## src/rtl/red_pitaya_led_drv.sv

```systemverilog
// Board LED output stage: per-LED pass-through / PWM dim / blink / breathe modes,
// with its own system-bus register window. Define LED_BREATHE_EN to build the breathe engine.
module red_pitaya_led_drv #(
  parameter int DWL       = 8,
  parameter int PRESC     = 1250,
  parameter int BLINK_RST = 50000
) (
  input  logic             clk_i,
  input  logic             rstn_i,
  input  logic [DWL-1:0]   led_i,
  output logic [DWL-1:0]   led_o,
  input  logic [31:0]      sys_addr,
  input  logic [31:0]      sys_wdata,
  input  logic [3:0]       sys_sel,
  input  logic             sys_wen,
  input  logic             sys_ren,
  output logic [31:0]      sys_rdata,
  output logic             sys_err,
  output logic             sys_ack
);

  localparam logic [19:0] ADDR_MODE   = 20'h00;
  localparam logic [19:0] ADDR_BRIGHT = 20'h04;
  localparam logic [19:0] ADDR_HALF   = 20'h08;
  localparam logic [19:0] ADDR_STATUS = 20'h0C;

  localparam logic [15:0] PRESC_LAST = 16'(PRESC - 1);

  typedef enum logic [1:0] {
    MODE_PASS    = 2'd0,
    MODE_PWM     = 2'd1,
    MODE_BLINK   = 2'd2,
    MODE_BREATHE = 2'd3
  } led_mode_e;

  logic [2*DWL-1:0] mode;
  logic [7:0]       bright;
  logic [15:0]      half;
  logic [15:0]      presc_cnt;
  logic [7:0]       pwm_cnt;
  logic [15:0]      blink_cnt;
  logic [15:0]      blink_last;
  logic             phase;
  logic             tick;
  logic             pwm_wrap;
  logic [7:0]       level;
  logic [19:0]      addr;
  logic             wr_mode, wr_bright, wr_half;
  logic [31:0]      rd_mux;
  logic [DWL-1:0]   led_next;
  logic             unused;

  // Byte selects and the upper address/data bits carry no meaning here.
  assign unused = ^{sys_sel, sys_addr, sys_wdata};

  assign addr      = sys_addr[19:0];
  assign wr_mode   = sys_wen && (addr == ADDR_MODE);
  assign wr_bright = sys_wen && (addr == ADDR_BRIGHT);
  assign wr_half   = sys_wen && (addr == ADDR_HALF);

  assign tick       = (presc_cnt == PRESC_LAST);
  assign pwm_wrap   = tick && (pwm_cnt == 8'hFF);
  assign blink_last = (half == 16'd0) ? 16'd0 : half - 16'd1;

  // NOTE: every flop below uses non-blocking assignments so all state updates
  // see the same pre-edge values regardless of statement order.
  always_ff @(posedge clk_i or negedge rstn_i) begin
    if (!rstn_i) begin
      mode   <= '0;
      bright <= 8'hFF;
      half   <= 16'(BLINK_RST);
    end else begin
      if (wr_mode)   mode   <= sys_wdata[2*DWL-1:0];
      if (wr_bright) bright <= sys_wdata[7:0];
      if (wr_half)   half   <= sys_wdata[15:0];
    end
  end

  always_ff @(posedge clk_i or negedge rstn_i) begin
    if (!rstn_i) begin
      presc_cnt <= '0;
      pwm_cnt   <= '0;
    end else begin
      presc_cnt <= tick ? 16'd0 : presc_cnt + 16'd1;
      if (tick) pwm_cnt <= pwm_cnt + 8'd1;
    end
  end

  // A HALF write restarts the blink cycle and overrides a coincident toggle.
  always_ff @(posedge clk_i or negedge rstn_i) begin
    if (!rstn_i) begin
      blink_cnt <= '0;
      phase     <= 1'b0;
    end else if (wr_half) begin
      blink_cnt <= '0;
      phase     <= 1'b0;
    end else if (tick) begin
      if (blink_cnt == blink_last) begin
        blink_cnt <= '0;
        phase     <= ~phase;
      end else begin
        blink_cnt <= blink_cnt + 16'd1;
      end
    end
  end

`ifdef LED_BREATHE_EN
  logic dir_up;

  // Triangle ramp 0..255..0, one step per full PWM period.
  always_ff @(posedge clk_i or negedge rstn_i) begin
    if (!rstn_i) begin
      level  <= '0;
      dir_up <= 1'b1;
    end else if (pwm_wrap) begin
      if (dir_up) begin
        if (level == 8'hFF) begin
          dir_up <= 1'b0;
          level  <= level - 8'd1;
        end else begin
          level  <= level + 8'd1;
        end
      end else begin
        if (level == 8'h00) begin
          dir_up <= 1'b1;
          level  <= level + 8'd1;
        end else begin
          level  <= level - 8'd1;
        end
      end
    end
  end
`else
  logic unused_wrap;
  assign level       = '0;
  assign unused_wrap = pwm_wrap;
`endif

  always_comb begin
    // NOTE: default first so no path through the loop leaves led_next unassigned
    // (which would infer a latch).
    led_next = '0;
    for (int n = 0; n < DWL; n++) begin
      case (led_mode_e'(mode[2*n +: 2]))
        MODE_PASS:    led_next[n] = led_i[n];
        MODE_PWM:     led_next[n] = led_i[n] & (pwm_cnt < bright);
        MODE_BLINK:   led_next[n] = led_i[n] & phase;
`ifdef LED_BREATHE_EN
        MODE_BREATHE: led_next[n] = led_i[n] & (pwm_cnt < level);
`else
        MODE_BREATHE: led_next[n] = led_i[n];
`endif
        default:      led_next[n] = led_i[n];
      endcase
    end
  end

  always_comb begin
    rd_mux = '0;
    case (addr)
      ADDR_MODE:   rd_mux = 32'(mode);
      ADDR_BRIGHT: rd_mux = {24'd0, bright};
      ADDR_HALF:   rd_mux = {16'd0, half};
      ADDR_STATUS: rd_mux = {15'd0, phase, level, pwm_cnt};
      default:     rd_mux = '0;
    endcase
  end

  always_ff @(posedge clk_i or negedge rstn_i) begin
    if (!rstn_i) begin
      led_o     <= '0;
      sys_ack   <= 1'b0;
      sys_rdata <= '0;
    end else begin
      led_o     <= led_next;
      sys_ack   <= sys_wen | sys_ren;
      sys_rdata <= sys_ren ? rd_mux : 32'd0;
    end
  end

  assign sys_err = 1'b0;

endmodule

```

## config.mk

```make
export PLATFORM = sky130hd
export DESIGN_NAME = red_pitaya_led_drv
export DESIGN_NICKNAME = d
export VERILOG_FILES = /design/src/rtl/red_pitaya_led_drv.sv
export SDC_FILE = /design/constraint.sdc
export NUM_CORES = 1
export LEC_CHECK = 0
export BUFFER_PORTS_ARGS = -buffer_cell sky130_fd_sc_hd__buf_2
export CAP_MARGIN = 10
export CORE_MARGIN = 2
export CORE_UTILIZATION = 40
export CTS_CLUSTER_DIAMETER = 30
export DETAILED_ROUTE_END_ITERATION = 6
export HOLD_SLACK_MARGIN = 0.1
export PLACE_DENSITY = 0.73
export REMOVE_ABC_BUFFERS = 1
export SLEW_MARGIN = 25
export SYNTH_ARGS = -nofsm -noshare
export SYNTH_HDL_FRONTEND = slang
export SYNTH_SLANG_ARGS = --single-unit
```

## constraint.sdc

```tcl
create_clock -name clk_i -period 3.15 [get_ports clk_i]
set_input_delay 0.63 -clock clk_i [delete_from_list [all_inputs] [get_ports clk_i]]
set_output_delay 0.63 -clock clk_i [all_outputs]
set_load 0.02 [all_outputs]
```

# Yosys cells after proc, flatten, opt, wreduce, memory -nomap -nowiden
# Index checks and enable logic that the tools add are counted.
op_classes:
  n_reduce_logical: 24
  bitwise: 18
  addsub: 4
  muxes: 18
  order_cmp: 1
  n_eq_ne: 29
op_table:
  columns: ["operator", "count"]
  rows:
  - ["$mux 16", 5]
  - ["$pmux 17 s4", 1]
  - ["$eq 20x4->1 const B", 2]
  - ["$add 16x1->16 const B", 2]
  - ["$eq 2x2->1 const B", 16]
  - ["$mux 32", 1]
  - ["$pmux 1 s3", 8]
  - ["$eq 20x3->1 const B", 1]
  - ["$logic_not 20->1", 1]
  - ["$and 1x1->1", 16]
  - ["$eq 16x11->1 const B", 1]
  - ["$eq 16x16->1", 1]
  - ["$eq 2x1->1 const B", 8]
  - ["$logic_not 16->1", 1]
  - ["$logic_not 2->1", 8]
  - ["$reduce_or 2->1", 8]
  - ["$sub 16x1->16 const B", 1]
  - ["$add 8x1->8 const B", 1]
  - ["$lt 8x8->1", 1]
  - ["$reduce_bool 2->1", 2]
  - ["$logic_and 1x1->1", 3]
  - ["$mux 1", 3]
  - ["$reduce_and 2->1", 1]
  - ["$not 1->1", 1]
  - ["$or 1x1->1", 1]
word_totals:
  word_cells: 104
  out_inout_bits: 42
  input_bits: 80
  register_bits: 122

# Longest topological paths before layout
# Gate-level depths: netlist of run 1.
logic_depth:
  depth_word: 6
  depth_mapped: 11
  depth_no_buf: 10

# Least setup slack after synthesis of run 1
# No wires, ideal clock.
synth_path:
  path_type: "input to register"
  from: "input sys_addr[5]"
  to: "register mode[15]"
  setup_time_ns: 0.125
  path_buffers: 1
  setup_slack_ns: 0.283
  t_arrival_ns: 2.742
  path_stages: 6
  t_required_ns: 3.025
  path_cell_list: "or4_1 > nor4_2 > nand2_1 > nor3_2 > clkbuf_1 > mux2_2"
synth_between:
  elab_chain_len: 2
synth_lines:
  columns: ["element", "line_no", "source"]
  rows:
  - ["start, declared", "12", "input logic [31:0] sys_addr,"]
  - ["$logic_not 20->1", "57", "assign wr_mode = sys_wen && (addr == ADDR_MODE);"]
  - ["$logic_and 1x1->1", "57", null]
  - ["end signal, assigned", "73", "if (wr_mode) mode <= sys_wdata[2*DWL-1:0];"]
  - ["end, declared", "36", "logic [2*DWL-1:0] mode;"]
# No other way between the ends.
# A chain may end at the register's enable or synchronous reset.

# Worst setup path after layout of run 1
layout_path:
  from: "register half[4]"
  to: "register phase"
layout_between:
  elab_chain_len: 5
  elab_cells_between_ends: 6
  cone_classes: "add/sub: 1; eq/ne: 1; mux: 1; reduce/logical: 3"
layout_lines:
  columns: ["element", "line_no", "source"]
  rows:
  - ["start, declared", "38", "logic [15:0] half;"]
  - ["start signal, assigned", "71", "half <= 16'(BLINK_RST);"]
  - ["start signal, assigned", "75", "if (wr_half) half <= sys_wdata[15:0];"]
  - ["$sub 16x1->16 or $logic_not 16->1 (tied branches)", "63", "assign blink_last = (half == 16'd0) ? 16'd0 : half - 16'd1;"]
  - ["$mux 16 *", "63", null]
  - ["$eq 16x16->1 *", "98", "if (blink_cnt == blink_last) begin"]
  - ["$reduce_bool 2->1 (no source line) *", null, null]
  - ["$reduce_and 2->1 (no source line) *", null, null]
  - ["end signal, assigned", "100", "phase <= ~phase;"]
  - ["end, declared", "43", "logic phase;"]
# Every way passes the cells marked *; elsewhere a longest branch is shown, timed or not.

==> flow_summary.json, run 1 <==
{
  "status": "finished clean",
  "diodes": 0,
  "cts_tree": "built",
  "gp_congestion": 0.880,
  "hold_class": "in2async",
  "synthTopCellsByArea": "dfrtp_1 (38%), dfstp_2 (6.0%), mux2_2 (5.6%), ha_1 (4.1%), xnor2_1 (3.5%)",
  "switching_share_pct": 21.2,
  "worst_ep_required_time_ns": 3.43,
  "synth_top_family_by_area": "simple AND/OR/NAND/NOR gates",
  "finalNetCount": 752,
  "period_minus_slack_ns": 2.90,
  "wl_per_cell_microns": 15.4,
  "rsz0062_at_grt": "no",
  "cts-root-buf": "clkbuf_16",
  "crit_path_end_kind": "flip-flop",
  "ant_nets": 0,
  "io_buffers": 73,
  "avgSynthCellArea_sq_um": 10.4,
  "gr-total-overflow": 0,
  "antenna_found_initial": 0,
  "synth_edf_count": 0,
  "area_growth_syn_to_layout_pct": 15.2,
  "postSynth.asyncResetShare_pct": 100,
  "final.setup.worst_slack_ns": 0.250,
  "slew_headroom_pct": 54.4,
  "die_y_microns": 127,
  "p_leak_nw": 3.32,
  "internal_power_mw": 2.19,
  "grt_max_degree": 55,
  "ios": 122,
  "dp_hpwl_microns": 9290,
  "seq_power_share_pct": 49.5,
  "htree_levels": 3,
  "mostFrequentLayoutCells": "dfrtp_1 (93), buf_2 (72), nand2_1 (43)",
  "start_util_pct": 40.5,
  "finalCritPeriodShare_pct": 92.1,
  "die_w_microns": 127,
  "max_freq_ghz": 0.345,
  "cts_sinks": 107,
  "core_area_sq_um": 15000,
  "ys_warn_count": 0,
  "crit_path_max_fanout": 13,
  "peakVddDrop_uv": 262,
  "cp-startpoint": "half[4]",
  "grt_pass1_wl_microns": 22200,
  "layout_commonest_cell": "dfrtp_1",
  "hold_buffers": 0,
  "synthMuxAreaShare_pct": 10.2,
  "setup_viol": 0,
  "netlist_instances": 583,
  "worst_slew_pin_slew_ns": 0.684,
  "row_count": 45,
  "max_stage_delay_ns": 0.50,
  "final-max-slew-violation-count": 0,
  "clkTransAtPathRegs_ns": 0.07,
  "dp_slack_ns": 0.162,
  "syn-cell-area_sq_um": 6080,
  "p_clk_share_pct": 46.6,
  "synth_xor_area_share_pct": 5.90,
  "layout-drive-gt1-share_pct": 28.0,
  "cp.arrival_ns": 3.18,
  "synth_compound_area_share_pct": 10.8,
  "hold_viol_final": 0,
  "p_sw_mw": 0.587,
  "initialDrtViolationCount": 305,
  "synthAdderAreaFrac_pct": 4.11,
  "slowest_stage": "or4_1",
  "powerDensity_nw_per_um2": 396,
  "drc": 0,
  "crit_family": "simple AND/OR/NAND/NOR gates",
  "maxCapViolations": 0,
  "cp-start-kind": "flip-flop",
  "whs_ns": 0.302,
  "synthFlopType": "dfrtp_1",
  "first_global_vias": 4424,
  "ys_types": 64,
  "numCtsBuffers": 9,
  "synth-simple-area-share_pct": 19.1,
  "drt_wl_total_microns": 13000,
  "crit_chain": "nor4_4 -> nand4_1 -> or4_1 -> a311oi_1 -> nand4_2 -> or4_1 -> a21oi_1",
  "viasPerCell": 5.39,
  "die_area_sq_um": 16200,
  "clock_path_buffers": 2,
  "vias": 4551,
  "clock_skew_ns": 0.00984,
  "critPathKind": "reg2reg",
  "critPathBufInv": 0,
  "grt_util_all_layers_pct": 17.1,
  "cpMostUsedCell": "or4_1",
  "synth_seq_cells": 107,
  "num-fill-cells": 1365,
  "drtPass1Iterations": 5,
  "synth_top_area_share_pct": 38.3,
  "synth.largest_area_cell": "dfrtp_1",
  "reg2reg_from": "half[4]",
  "synth_seq_area_share_pct": 44.3,
  "clock_latency_ns": 0.36,
  "pwr-share-comb_pct": 3.9
}
==> per-layer routing <==
metal  vias up  GRT usage, %  routed length (microns)  part of all wire [%]
met5         -             0                        0                     0
met4         0          7.24                      343                   2.6
met2       111          28.3                     6400                    49
met3        20          2.97                      577                   4.4
li1       2211             -                        -                     -
met1      2209          22.2                     5690                    44
==> Yosys cell counts, drive strengths merged, types with 2 or more instances <==
cell / n
o21ai: 21
nand3: 13
a31oi: 3
nand2b: 4
nor2b: 9
or4: 4
a211oi: 12
dfstp: 14
nor3b: 4
a21o: 5
and3: 21
mux4: 8
o311a: 8
or2: 2
xor2: 17
a21oi: 15
nor4bb: 2
and3b: 2
nand2: 43
buf: 29
or3b: 9
inv: 23
o31ai: 4
nor3: 20
a211o: 3
xnor2: 24
a2111oi: 2
and2: 4
nor2: 37
nor4: 11
nand3b: 2
o22ai: 7
dfrtp: 93
nand4: 13
mux2: 30
mux2i: 10
or3: 3
ha: 20
clkbuf: 20
==> flip-flops by register name, summed over array words and instances, names as in the netlist, 8 cells and up <==
register	cells
blink_cnt	16
bright	8
half	16
led_o	8
mode	16
presc_cnt	16
pwm_cnt	8
sys_rdata	17
==> power by group through the flow <==
stage / Clock [mW] / Combinational (mW) / Sequential [mW]
finish: 1.29 / 0.108 / 1.37
detailed placement: 0 / 0.111 / 1.40
CTS: 1.32 / 0.111 / 1.37
global placement: 0 / 0.109 / 1.40
global route: 1.38 / 0.121 / 1.37
floorplan: 0 / 0.0305 / 1.40
==> timing repair <==
action / CTS / global route
setup endpoints to repair: 0 / 2
buffers inserted: 0 / 0
resized for setup: 0 / 1
==> final timing paths <==
kind                            slack [ns]  depth (start not counted)            end
worst max register to register        0.25                          7          phase
max in group asynchronous             2.07                          2       half[15]
worst max-delay path                  0.25                          7          phase
min in group clk_i                    0.48                          1  presc_cnt[15]
worst min register to register        0.48                          1  presc_cnt[15]
worst min-delay path                  0.30                          1        mode[0]
==> per-stage QoR <==
step	TNS (ns)	power, mW	area, sq um	std cells	util (%)
final	0	2.78	7010	845	46.6
after global routing	0	2.87	7010	845	46.6
after CTS	0	2.81	7000	845	46.6
after detailed placement	0	1.51	6660	829	44.3
after global placement	0	1.51	6660	829	44.3
after floorplan	-44.70	1.43	5890	549	-
==> cell type report <==
| class | count | area (sq um) | share of cell area (%) |
|---|---|---|---|
| tap | 188 | 235 | 3.36 |
| sequential | 107 | 2700 | 38.5 |
| timing repair buffer | 92 | 536 | 7.64 |
| clock inverter | 6 | 111 | 1.59 |
| inverter | 23 | 86.3 | 1.23 |
| multi-input combinational | 419 | 3110 | 44.4 |
| clock buffer | 10 | 229 | 3.27 |
==> cell families after synthesis <==
logic type      count (synthesis)
compound gates                 90
xor+xnor                       41
fa+ha+maj                      20
buf+inv                        72
flops                         107
mux                            48
other cells                     1
simple gates                  204
(Power assumes the default switching activity.)
==> run 2, diff against run 1 <==
--- a/config.mk
+++ b/config.mk
@@ -9,6 +9,7 @@
 export CAP_MARGIN = 10
 export CORE_MARGIN = 2
 export CORE_UTILIZATION = 40
+export CTS_BUF_LIST = sky130_fd_sc_hd__clkbuf_8
 export CTS_CLUSTER_DIAMETER = 30
 export DETAILED_ROUTE_END_ITERATION = 6
 export HOLD_SLACK_MARGIN = 0.1
==> run 2 against run 1 <==
Effect of this change:
- hold slack worse by 0.045 ns
- wire length shrank 0.33%
- sequential share of layout area up 0.56 points
- final area is 1.4% lower
- largest cell class unchanged
==> flow_summary.json, run 2 (synthesis gave the netlist of run 1 again) <==
{
  "final.setup.worst_slack_ns": 0.222,
  "diodes": 0,
  "grt_util_all_layers_pct": 17.0,
  "cp-start-kind": "flip-flop",
  "p_leak_nw": 3.28,
  "layout-drive-gt1-share_pct": 28.0,
  "drc": 0,
  "drtPass1Iterations": 5,
  "worst_slew_pin_slew_ns": 0.681,
  "antenna_found_initial": 0,
  "powerDensity_nw_per_um2": 362,
  "hold_class": "in2async",
  "cts_setup_buffers": 0,
  "critPathKind": "reg2reg",
  "ctsResizeCount": 0,
  "reg2reg_from": "half[1]",
  "cp.arrival_ns": 3.24,
  "first_global_vias": 4388,
  "viasPerCell": 5.38,
  "max_stage_delay_ns": 0.50,
  "rr_worst_depth": 9,
  "status": "finished clean",
  "clkTransAtPathRegs_ns": 0.11,
  "maxCapViolations": 0,
  "drt_wl_total_microns": 13000,
  "critPathBufInv": 1,
  "crit_path_max_fanout": 6,
  "crit_chain": "inv_1 -> ha_1 -> nor3b_2 -> and3_1 -> nand2_1 -> o32ai_1 -> o2111ai_4 -> or4_1 -> a21oi_1",
  "cts_tree": "built",
  "numCtsBuffers": 9,
  "area_growth_syn_to_layout_pct": 13.5,
  "io_buffers": 73,
  "finish.utilization_pct": 45.9,
  "final-max-slew-violation-count": 0,
  "final_cells": 845,
  "clock_latency_ns": 0.40,
  "worst_ep_required_time_ns": 3.47,
  "dp_slack_ns": 0.162,
  "die_y_microns": 127,
  "slowest_stage": "or4_1",
  "finalCritPeriodShare_pct": 93.0,
  "mostFrequentLayoutCells": "dfrtp_1 (93), buf_2 (72), nand2_1 (43)",
  "vias": 4547,
  "r2r_end": "phase",
  "initialDrtViolationCount": 311,
  "crit_family": "simple AND/OR/NAND/NOR gates",
  "grt_pass1_wl_microns": 22000,
  "wl_per_cell_microns": 15.3,
  "peakVddDrop_uv": 190,
  "htree_levels": 3,
  "regMostFlops": "sys_rdata",
  "die_area_sq_um": 16200,
  "row_count": 45,
  "grt_max_degree": 55,
  "slew_headroom_pct": 54.6,
  "hold_buffers": 0,
  "setup_viol": 0,
  "ant_nets": 0,
  "largest_reg_flops": 17,
  "layout_commonest_cell": "dfrtp_1",
  "core_area_sq_um": 15000,
  "max_freq_ghz": 0.342,
  "crit_path_end_kind": "flip-flop",
  "rrSetupSlack_ns": 0.22,
  "period_minus_slack_ns": 2.93,
  "gp_congestion": 0.880,
  "clock_skew_ns": 0.0140,
  "hold_viol_final": 0,
  "finalNetCount": 752,
  "rsz0062_at_grt": "no",
  "clock_path_buffers": 2,
  "dp_cells": 829,
  "dp_hpwl_microns": 9290,
  "cts-root-buf": "clkbuf_8",
  "ios": 122,
  "cts_sinks": 107,
  "gr-total-overflow": 0,
  "start_util_pct": 40.5,
  "die_w_microns": 127
}
[run 2: cell count changes in the layout (fill, tap and decap cells not counted)]
cell / change
clkbuf_16: -9
clkbuf_8: +9
clkbuf_1: -1
inv_1: +1
[run 2: per-stage QoR]
stage | hold WS [ns] | power [mW] | setup TNS (ns) | cell area (sq um)
after floorplan | 0.334 | 1.43 | -44.70 | 5890
after global placement | 0.464 | 1.51 | 0 | 6660
after detailed placement | 0.471 | 1.51 | 0 | 6660
after CTS | 0.272 | 2.52 | 0 | 6900
after global routing | 0.298 | 2.59 | 0 | 6910
final | 0.257 | 2.50 | 0 | 6910
[run 2: per-layer routing]
metal / GRT usage (%) / vias up / part of all wire, % / wire length [microns]
met2: 28.0 / 114 / 49 / 6350
met5: 0 / - / 0 / 0
met4: 7.05 / 0 / 2.6 / 340
met3: 3.35 / 20 / 4.1 / 531
li1: - / 2208 / - / -
met1: 22.0 / 2205 / 44 / 5750
[run 2: power breakdown]
group | leakage (nW) | switching, mW | internal (mW)
clock | 0.121 | 0.488 | 0.526
sequential | 1.31 | 0.000157 | 1.37
combinational | 1.85 | 0.0717 | 0.0365
total | 3.28 | 0.560 | 1.94
[run 2: worst max-delay path by stage]
stage | from | to | slack (ns) | cells after the start
3_3_place_gp | half[1] | phase | 0.27 | 9
6_report | half[1] | phase | 0.22 | 9
5_1_grt | half[4] | phase | 0.02 | 8
3_5_place_dp | half[1] | phase | 0.16 | 9
4_1_cts | half[1] | phase | 0.12 | 9
2_1_floorplan | sys_addr[5] | blink_cnt[12] | -1.75 | 7
[run 2: final cells by class]
| class | instances | area (sq um) |
|---|---|---|
| Fill cell | 1386 | 8130 |
| Multi-Input combinational cell | 419 | 3110 |
| Sequential cell | 107 | 2700 |
| Timing Repair Buffer | 92 | 536 |
| Tap cell | 188 | 235 |
| Clock buffer | 9 | 124 |
| Clock inverter | 7 | 115 |
| Inverter | 23 | 86.3 |
